==> config.mk <==
export PLATFORM = sky130hd
export DESIGN_NAME = game_ctrl
export DESIGN_NICKNAME = d
export VERILOG_FILES = /design/src/rtl/game_ctrl_pkg.sv /design/src/rtl/game_ctrl_btn_edge.sv /design/src/rtl/game_ctrl.sv
export SDC_FILE = /design/constraint.sdc
export NUM_CORES = 1
export LEC_CHECK = 0
export CORE_MARGIN = 5
export CORE_UTILIZATION = 50
export DETAILED_ROUTE_END_ITERATION = 8
export HOLD_SLACK_MARGIN = 0.1
export PLACE_DENSITY = 0.91
export SLEW_MARGIN = 0
export SYNTH_ARGS = -nofsm -noshare
export SYNTH_HDL_FRONTEND = slang
export SYNTH_HIERARCHICAL = 1
export SYNTH_SLANG_ARGS = --single-unit
==> constraint.sdc <==
create_clock -name i_clk -period 4.25 [get_ports i_clk]
set_clock_uncertainty 0.05 [all_clocks]
set_input_delay 0.85 -clock i_clk [delete_from_list [all_inputs] [get_ports i_clk]]
set_output_delay 0.85 -clock i_clk [all_outputs]
set_load 0.01 [all_outputs]
==> src/rtl/game_ctrl_pkg.sv <==
// Shared types and helpers for the game controller: state encoding,
// field widths and the saturating score adder.
package game_ctrl_pkg;

    localparam int SCORE_W = 9;
    localparam int LIVES_W = 2;
    localparam int CNT_W   = 8;

    typedef enum logic [2:0] {
        ST_IDLE  = 3'd0,
        ST_SERVE = 3'd1,
        ST_PLAY  = 3'd2,
        ST_PAUSE = 3'd3,
        ST_MISS  = 3'd4,
        ST_WIN   = 3'd5,
        ST_OVER  = 3'd6,
        ST_BAD   = 3'd7
    } state_e;

    // Score sum that clamps at 511 instead of wrapping.
    function automatic logic [SCORE_W-1:0] sat511(input logic [SCORE_W-1:0] a,
                                                  input logic [SCORE_W-1:0] b);
        logic [SCORE_W:0] s;
        s = {1'b0, a} + {1'b0, b};
        return s[SCORE_W] ? {SCORE_W{1'b1}} : s[SCORE_W-1:0];
    endfunction

endpackage

==> src/rtl/game_ctrl_btn_edge.sv <==
// One-bit rising-edge detector; the pulse is registered, so it appears
// the cycle after the button is first seen high and lasts one cycle.
module btn_edge (
    input  logic i_clk,
    input  logic i_rst_n,
    input  logic i_btn,
    output logic o_pulse
);

    logic btn_q;
    logic pulse_q;

    always_ff @(posedge i_clk or negedge i_rst_n) begin
        if (!i_rst_n) begin
            btn_q   <= 1'b0;
            pulse_q <= 1'b0;
        end else begin
            btn_q   <= i_btn;
            pulse_q <= i_btn & ~btn_q;
        end
    end

    assign o_pulse = pulse_q;

endmodule

==> src/rtl/game_ctrl.sv <==
// Game sequencing FSM for the breakout game: serve hold, play, pause,
// ball loss bookkeeping, block tracking, game score and high score.
module game_ctrl
    import game_ctrl_pkg::*;
#(
    parameter int LIVES        = 3,
    parameter int SERVE_FRAMES = 60,
    parameter int NBLK         = 22
) (
    input  logic                 i_clk,
    input  logic                 i_rst_n,
    input  logic                 i_ani_stb,
    input  logic                 i_start,
    input  logic                 i_pause,
    input  logic                 i_endgame,
    input  logic                 i_win_game,
    input  logic [NBLK-1:0]      i_col_detected,
    input  logic [SCORE_W-1:0]   i_score,
    output logic                 o_mode,
    output logic                 o_animate,
    output logic [2:0]           o_state,
    output logic [LIVES_W-1:0]   o_lives,
    output logic [NBLK-1:0]      o_blocks_alive,
    output logic [SCORE_W-1:0]   o_total,
    output logic [SCORE_W-1:0]   o_hi_score
);

    state_e               state_q,  state_d;
    logic [CNT_W-1:0]     cnt_q,    cnt_d;
    logic [LIVES_W-1:0]   lives_q,  lives_d;
    logic [NBLK-1:0]      blocks_q, blocks_d;
    logic [SCORE_W-1:0]   bank_q,   bank_d;
    logic [SCORE_W-1:0]   total_q,  total_d;
    logic [SCORE_W-1:0]   hi_q,     hi_d;

    logic                 start_ev;
    logic                 pause_ev;
    logic                 in_mode;
    logic [NBLK-1:0]      remaining;
    logic [SCORE_W-1:0]   sum;
    logic [CNT_W-1:0]     cnt_inc;

    btn_edge u_start_edge (
        .i_clk   (i_clk),
        .i_rst_n (i_rst_n),
        .i_btn   (i_start),
        .o_pulse (start_ev)
    );

    btn_edge u_pause_edge (
        .i_clk   (i_clk),
        .i_rst_n (i_rst_n),
        .i_btn   (i_pause),
        .o_pulse (pause_ev)
    );

    assign in_mode   = (state_q == ST_SERVE) || (state_q == ST_PLAY) || (state_q == ST_PAUSE);
    assign remaining = blocks_q & ~i_col_detected;
    assign sum       = sat511(bank_q, i_score);
    assign cnt_inc   = cnt_q + CNT_W'(1);

    always_comb begin
        state_d  = state_q;
        cnt_d    = cnt_q;
        lives_d  = lives_q;
        blocks_d = blocks_q;
        bank_d   = bank_q;
        total_d  = total_q;
        hi_d     = hi_q;

        if (in_mode) begin
            blocks_d = remaining;
            total_d  = sum;
        end

        case (state_q)
            ST_IDLE, ST_WIN, ST_OVER: begin
                if (start_ev) begin
                    state_d  = ST_SERVE;
                    lives_d  = LIVES_W'(LIVES);
                    blocks_d = {NBLK{1'b1}};
                    bank_d   = '0;
                    cnt_d    = '0;
                end
            end
            ST_SERVE: begin
                if (i_ani_stb) begin
                    cnt_d = cnt_inc;
                    if (cnt_inc == CNT_W'(SERVE_FRAMES))
                        state_d = ST_PLAY;
                end
            end
            ST_PLAY: begin
                if (i_win_game || (remaining == '0))
                    state_d = ST_WIN;
                else if (i_endgame)
                    state_d = ST_MISS;
                else if (pause_ev)
                    state_d = ST_PAUSE;
            end
            ST_PAUSE: begin
                if (pause_ev)
                    state_d = ST_PLAY;
            end
            ST_MISS: begin
                // Mode is low here, so i_score is still the finished ball's score.
                bank_d = sum;
                if (lives_q != '0)
                    lives_d = lives_q - LIVES_W'(1);
                if (lives_q <= LIVES_W'(1)) begin
                    state_d = ST_OVER;
                end else begin
                    state_d = ST_SERVE;
                    cnt_d   = '0;
                end
            end
            default: state_d = ST_IDLE;
        endcase

        // total_d is exactly what o_total shows on the first WIN/OVER cycle.
        if (((state_d == ST_WIN) || (state_d == ST_OVER)) && (state_d != state_q)) begin
            if (total_d > hi_q)
                hi_d = total_d;
        end
    end

    always_ff @(posedge i_clk or negedge i_rst_n) begin
        if (!i_rst_n) begin
            state_q  <= ST_IDLE;
            cnt_q    <= '0;
            lives_q  <= '0;
            blocks_q <= '0;
            bank_q   <= '0;
            total_q  <= '0;
            hi_q     <= '0;
        end else begin
            state_q  <= state_d;
            cnt_q    <= cnt_d;
            lives_q  <= lives_d;
            blocks_q <= blocks_d;
            bank_q   <= bank_d;
            total_q  <= total_d;
            hi_q     <= hi_d;
        end
    end

    assign o_mode         = in_mode;
    assign o_animate      = (state_q == ST_PLAY);
    assign o_state        = state_q;
    assign o_lives        = lives_q;
    assign o_blocks_alive = blocks_q;
    assign o_total        = total_q;
    assign o_hi_score     = hi_q;

endmodule

==> qor.txt <==
Worst EP arrival - 4.43 ns
Sum of negative setup slack - 0 ns
I/O Buffers - 84
VDD IR max - 0.386 mV
RR Startpoint - bank_q[1]
Metal-1 WL - 4250 um
Syn avg cell area - 8.93 sq um
Synth Cell Area - 3710 sq um
Post-synth top area share - 0.445
Overall power - 4.44 mW
Worst setup startpoint - i_score[1]
WL met2 - 5490 um
Max Cap Viol - 0
CTS Buf Count - 9
Type of origin of the critical path - input pin
CTS Hold Bufs - 0
Crit-path cells - dlygate4sd2_1, ha_1, a21o_1, nand2_1, a21oi_2, nand2b_4, a221o_2, buf_6, a21oi_4, a21oi_2, ha_1, a21oi_2, nor2b_1, o21ai_1, o21ai_2, nor4_2, a211oi_2, and3_4, mux2_4
Dpl ws - -0.711 ns
Clock latency on the worst-skew pair - 0.35 ns
Placer congestion estimate - 0.907
Via density - 5.51
Critical-path top delay cell - a221o_2
Max Used Layer - met4
Hold Fails Final Rpt - 0
Leak Pwr - 2.51 nW
Max_slew headroom - 0.337
Area after DPL - 4810 sq um
Period utilization - 0.999
WHS Endpoint - u_start_edge/o_pulse
Post-DR wirelength/cell - 17.1 um
Placed Cells - 615
Largest net degree at the start of global routing - 44
FMAX - 236 MHz
Number of global-route vias before repair - 3,490
Post-route non-filler standard cell count - 638
Clock sinks - 66
Die area - 9250 sq um
Setup-failing EPs final - 0
H-tree levels - 3
# diodes - 0
Layout Nets - 595
I/O pins - 85
Hold Path Depth - 1
Setup Crit Path Kind - in2reg
CP Capture Type - register
Buf/Inv on CP - 2
WL final - 10,900 um
Die X - 96.2 um
Total grt overflow - 0
Synth area leaders - dfrtp_1 (44%), nand2_1 (8.4%), ha_1 (7.1%)
Syn_nets - 476
Initial core utilization - 0.512
Clk buf depth - 2
Die height - 96.2 um
Final Max Slew Viols - 0
Crit path max fanout - 6
Yosys warnings - 6
Met3 wire len - 831 um
Post-synth EDFFs - 0
First drt pass iteration count - 5
R2R depth - 18
Total number of vias - 3,518
Yosys cell types - 51
CTS tree - done
Tightest Pin Transition - 0.994 ns
Core footprint - 7250 sq um
Initial antenna violation count - 0
Area Growth Syn to Fin - 42.5%
Sequential area share after synthesis - 0.445
DRT iter0 DRCs - 175
Remaining DRCs - 0
Synth Flop Type - dfrtp_1
Total global-route track usage - 0.229
Final WS setup - 0.00385 ns
DRT antenna net count - 0
Hold_ws - 0.394 ns
Critical Path Most Common Cell - a21oi_2
WP data required - 4.43 ns
Syn Inst Count - 416
First-pass GRT wire length - 16,300 um
Status - complete, no violations
Share of cells above drive strength 1 - 0.204
Synth Register Bits - 66
Num rows - 31
Path length in cells of the critical path - 19
Clk Tree Root Cell - clkbuf_8
Post-Route Utilization - 0.729
Largest stage delay on the critical path - 0.42 ns
Dpl hpwl - 7430 um
CTS clk-pin slew, worst paths - 0.07 ns
Min-delay worst type - reg2reg
PD cells - 839 nW/um^2
Minimum clock period - 4.25 ns
Final instance area - 5290 sq um
Post-synthesis async set-or-reset flop share - 1.00
Yosys top cell by area - dfrtp_1
CP delay by family, top - compound AO/OA/AOI/OAI gates
Worst R2R Setup Slack - 0.32 ns
Reg2reg end - o_hi_score[6]
HP Start - u_start_edge/btn_q
registers in the layout, summed over array words and instances, names as in the netlist:
signal                cells
u_pause_edge/btn_q        1
o_total                   9
o_lives                   2
cnt_q                     8
u_start_edge/btn_q        1
u_pause_edge/o_pulse      1
o_blocks_alive           22
o_state                   3
o_hi_score                9
bank_q                    9
u_start_edge/o_pulse      1
timing repair:
item,CTS,global route
resized for setup,21,33
gates cloned,1,0
buffers inserted,4,3
pin swaps,10,28
setup endpoints to repair,9,9
metal layers:
metal | GRT usage | up-vias
met4 | 0.0948 | 0
met2 | 0.386 | 159
li1 | - | 1647
met1 | 0.279 | 1676
met3 | 0.0571 | 36
met5 | 0 | -
cells in the final DEF, fill, tap and decap left out, types with 3 or more instances in the layout:
master | netlist | routed
nand2_1 | 83 | 83
clkdlybuf4s50_1 | 0 | 77
dfrtp_1 | 66 | 66
inv_1 | 39 | 39
buf_4 | 0 | 36
nor2_1 | 33 | 29
o21ai_0 | 29 | 23
ha_1 | 21 | 15
a21oi_1 | 22 | 12
nand3_1 | 13 | 12
clkbuf_8 | 2 | 12
nand2b_1 | 12 | 10
a21oi_2 | 0 | 9
o22ai_1 | 9 | 9
mux2_4 | 9 | 9
o21ai_2 | 0 | 5
xnor2_1 | 5 | 5
dlymetal6s2s_1 | 0 | 5
nor2b_1 | 4 | 4
ha_4 | 0 | 4
nor2_2 | 0 | 3
nand2b_4 | 1 | 3
nor3_1 | 6 | 3
nand4_1 | 3 | 3
o21a_1 | 3 | 3
o31ai_1 | 3 | 3
cell type report:
type / count / area, sq um
multi-input cells: 298 / 2040
fillers: 472 / 1960
flip-flops and latches: 66 / 1650
repair buffers: 121 / 1130
clock buffers: 13 / 169
inverters: 39 / 146
well taps: 99 / 124
clock inverters: 2 / 35.0
cells by family after synthesis:
family	synth area share
muxes	0.0364
xor gates and xnor gates	0.0165
DFF	0.445
adders and majority gates	0.0761
and+or+nand+nor	0.218
AOI/OAI and AO/OA	0.144
buffers and inverters	0.0650
worst reg2reg max path: cells and delay by family, from the launching register on:
family                     cells  cell delay [ns]
AOI/OAI and AO/OA              9             1.49
adders and majority gates      2             0.67
buffers and inverters          1             0.15
DFF                            1             0.41
muxes                          1             0.30
and+or+nand+nor                5             0.76
report_power, final:
group / internal (mW) / switching (mW)
sequential: 0.886 / 0.266
combinational: 1.40 / 1.35
clock: 0.315 / 0.228
Yosys cell counts (4+ instances only):
master     n
nor3_1     6
xnor2_1    5
nor2_1    33
mux2_4     9
o21ai_0   29
clkbuf_1   9
a21oi_1   22
nand2_1   83
o22ai_1    9
ha_1      21
inv_1     39
nand3_1   13
dfrtp_1   66
nand2b_1  12
nor2b_1    4
worst max-delay path by stage:
stage	endpoint	slack, ns
2_1_floorplan	o_hi_score[0]	0.09
5_1_grt	o_hi_score[1]	-0.1
3_3_place_gp	o_hi_score[6]	-0.55
6_report	o_hi_score[6]	0.004
3_5_place_dp	o_hi_score[4]	-0.71
4_1_cts	o_hi_score[4]	0.008
Note: power is estimated with default switching activity, not from simulation.
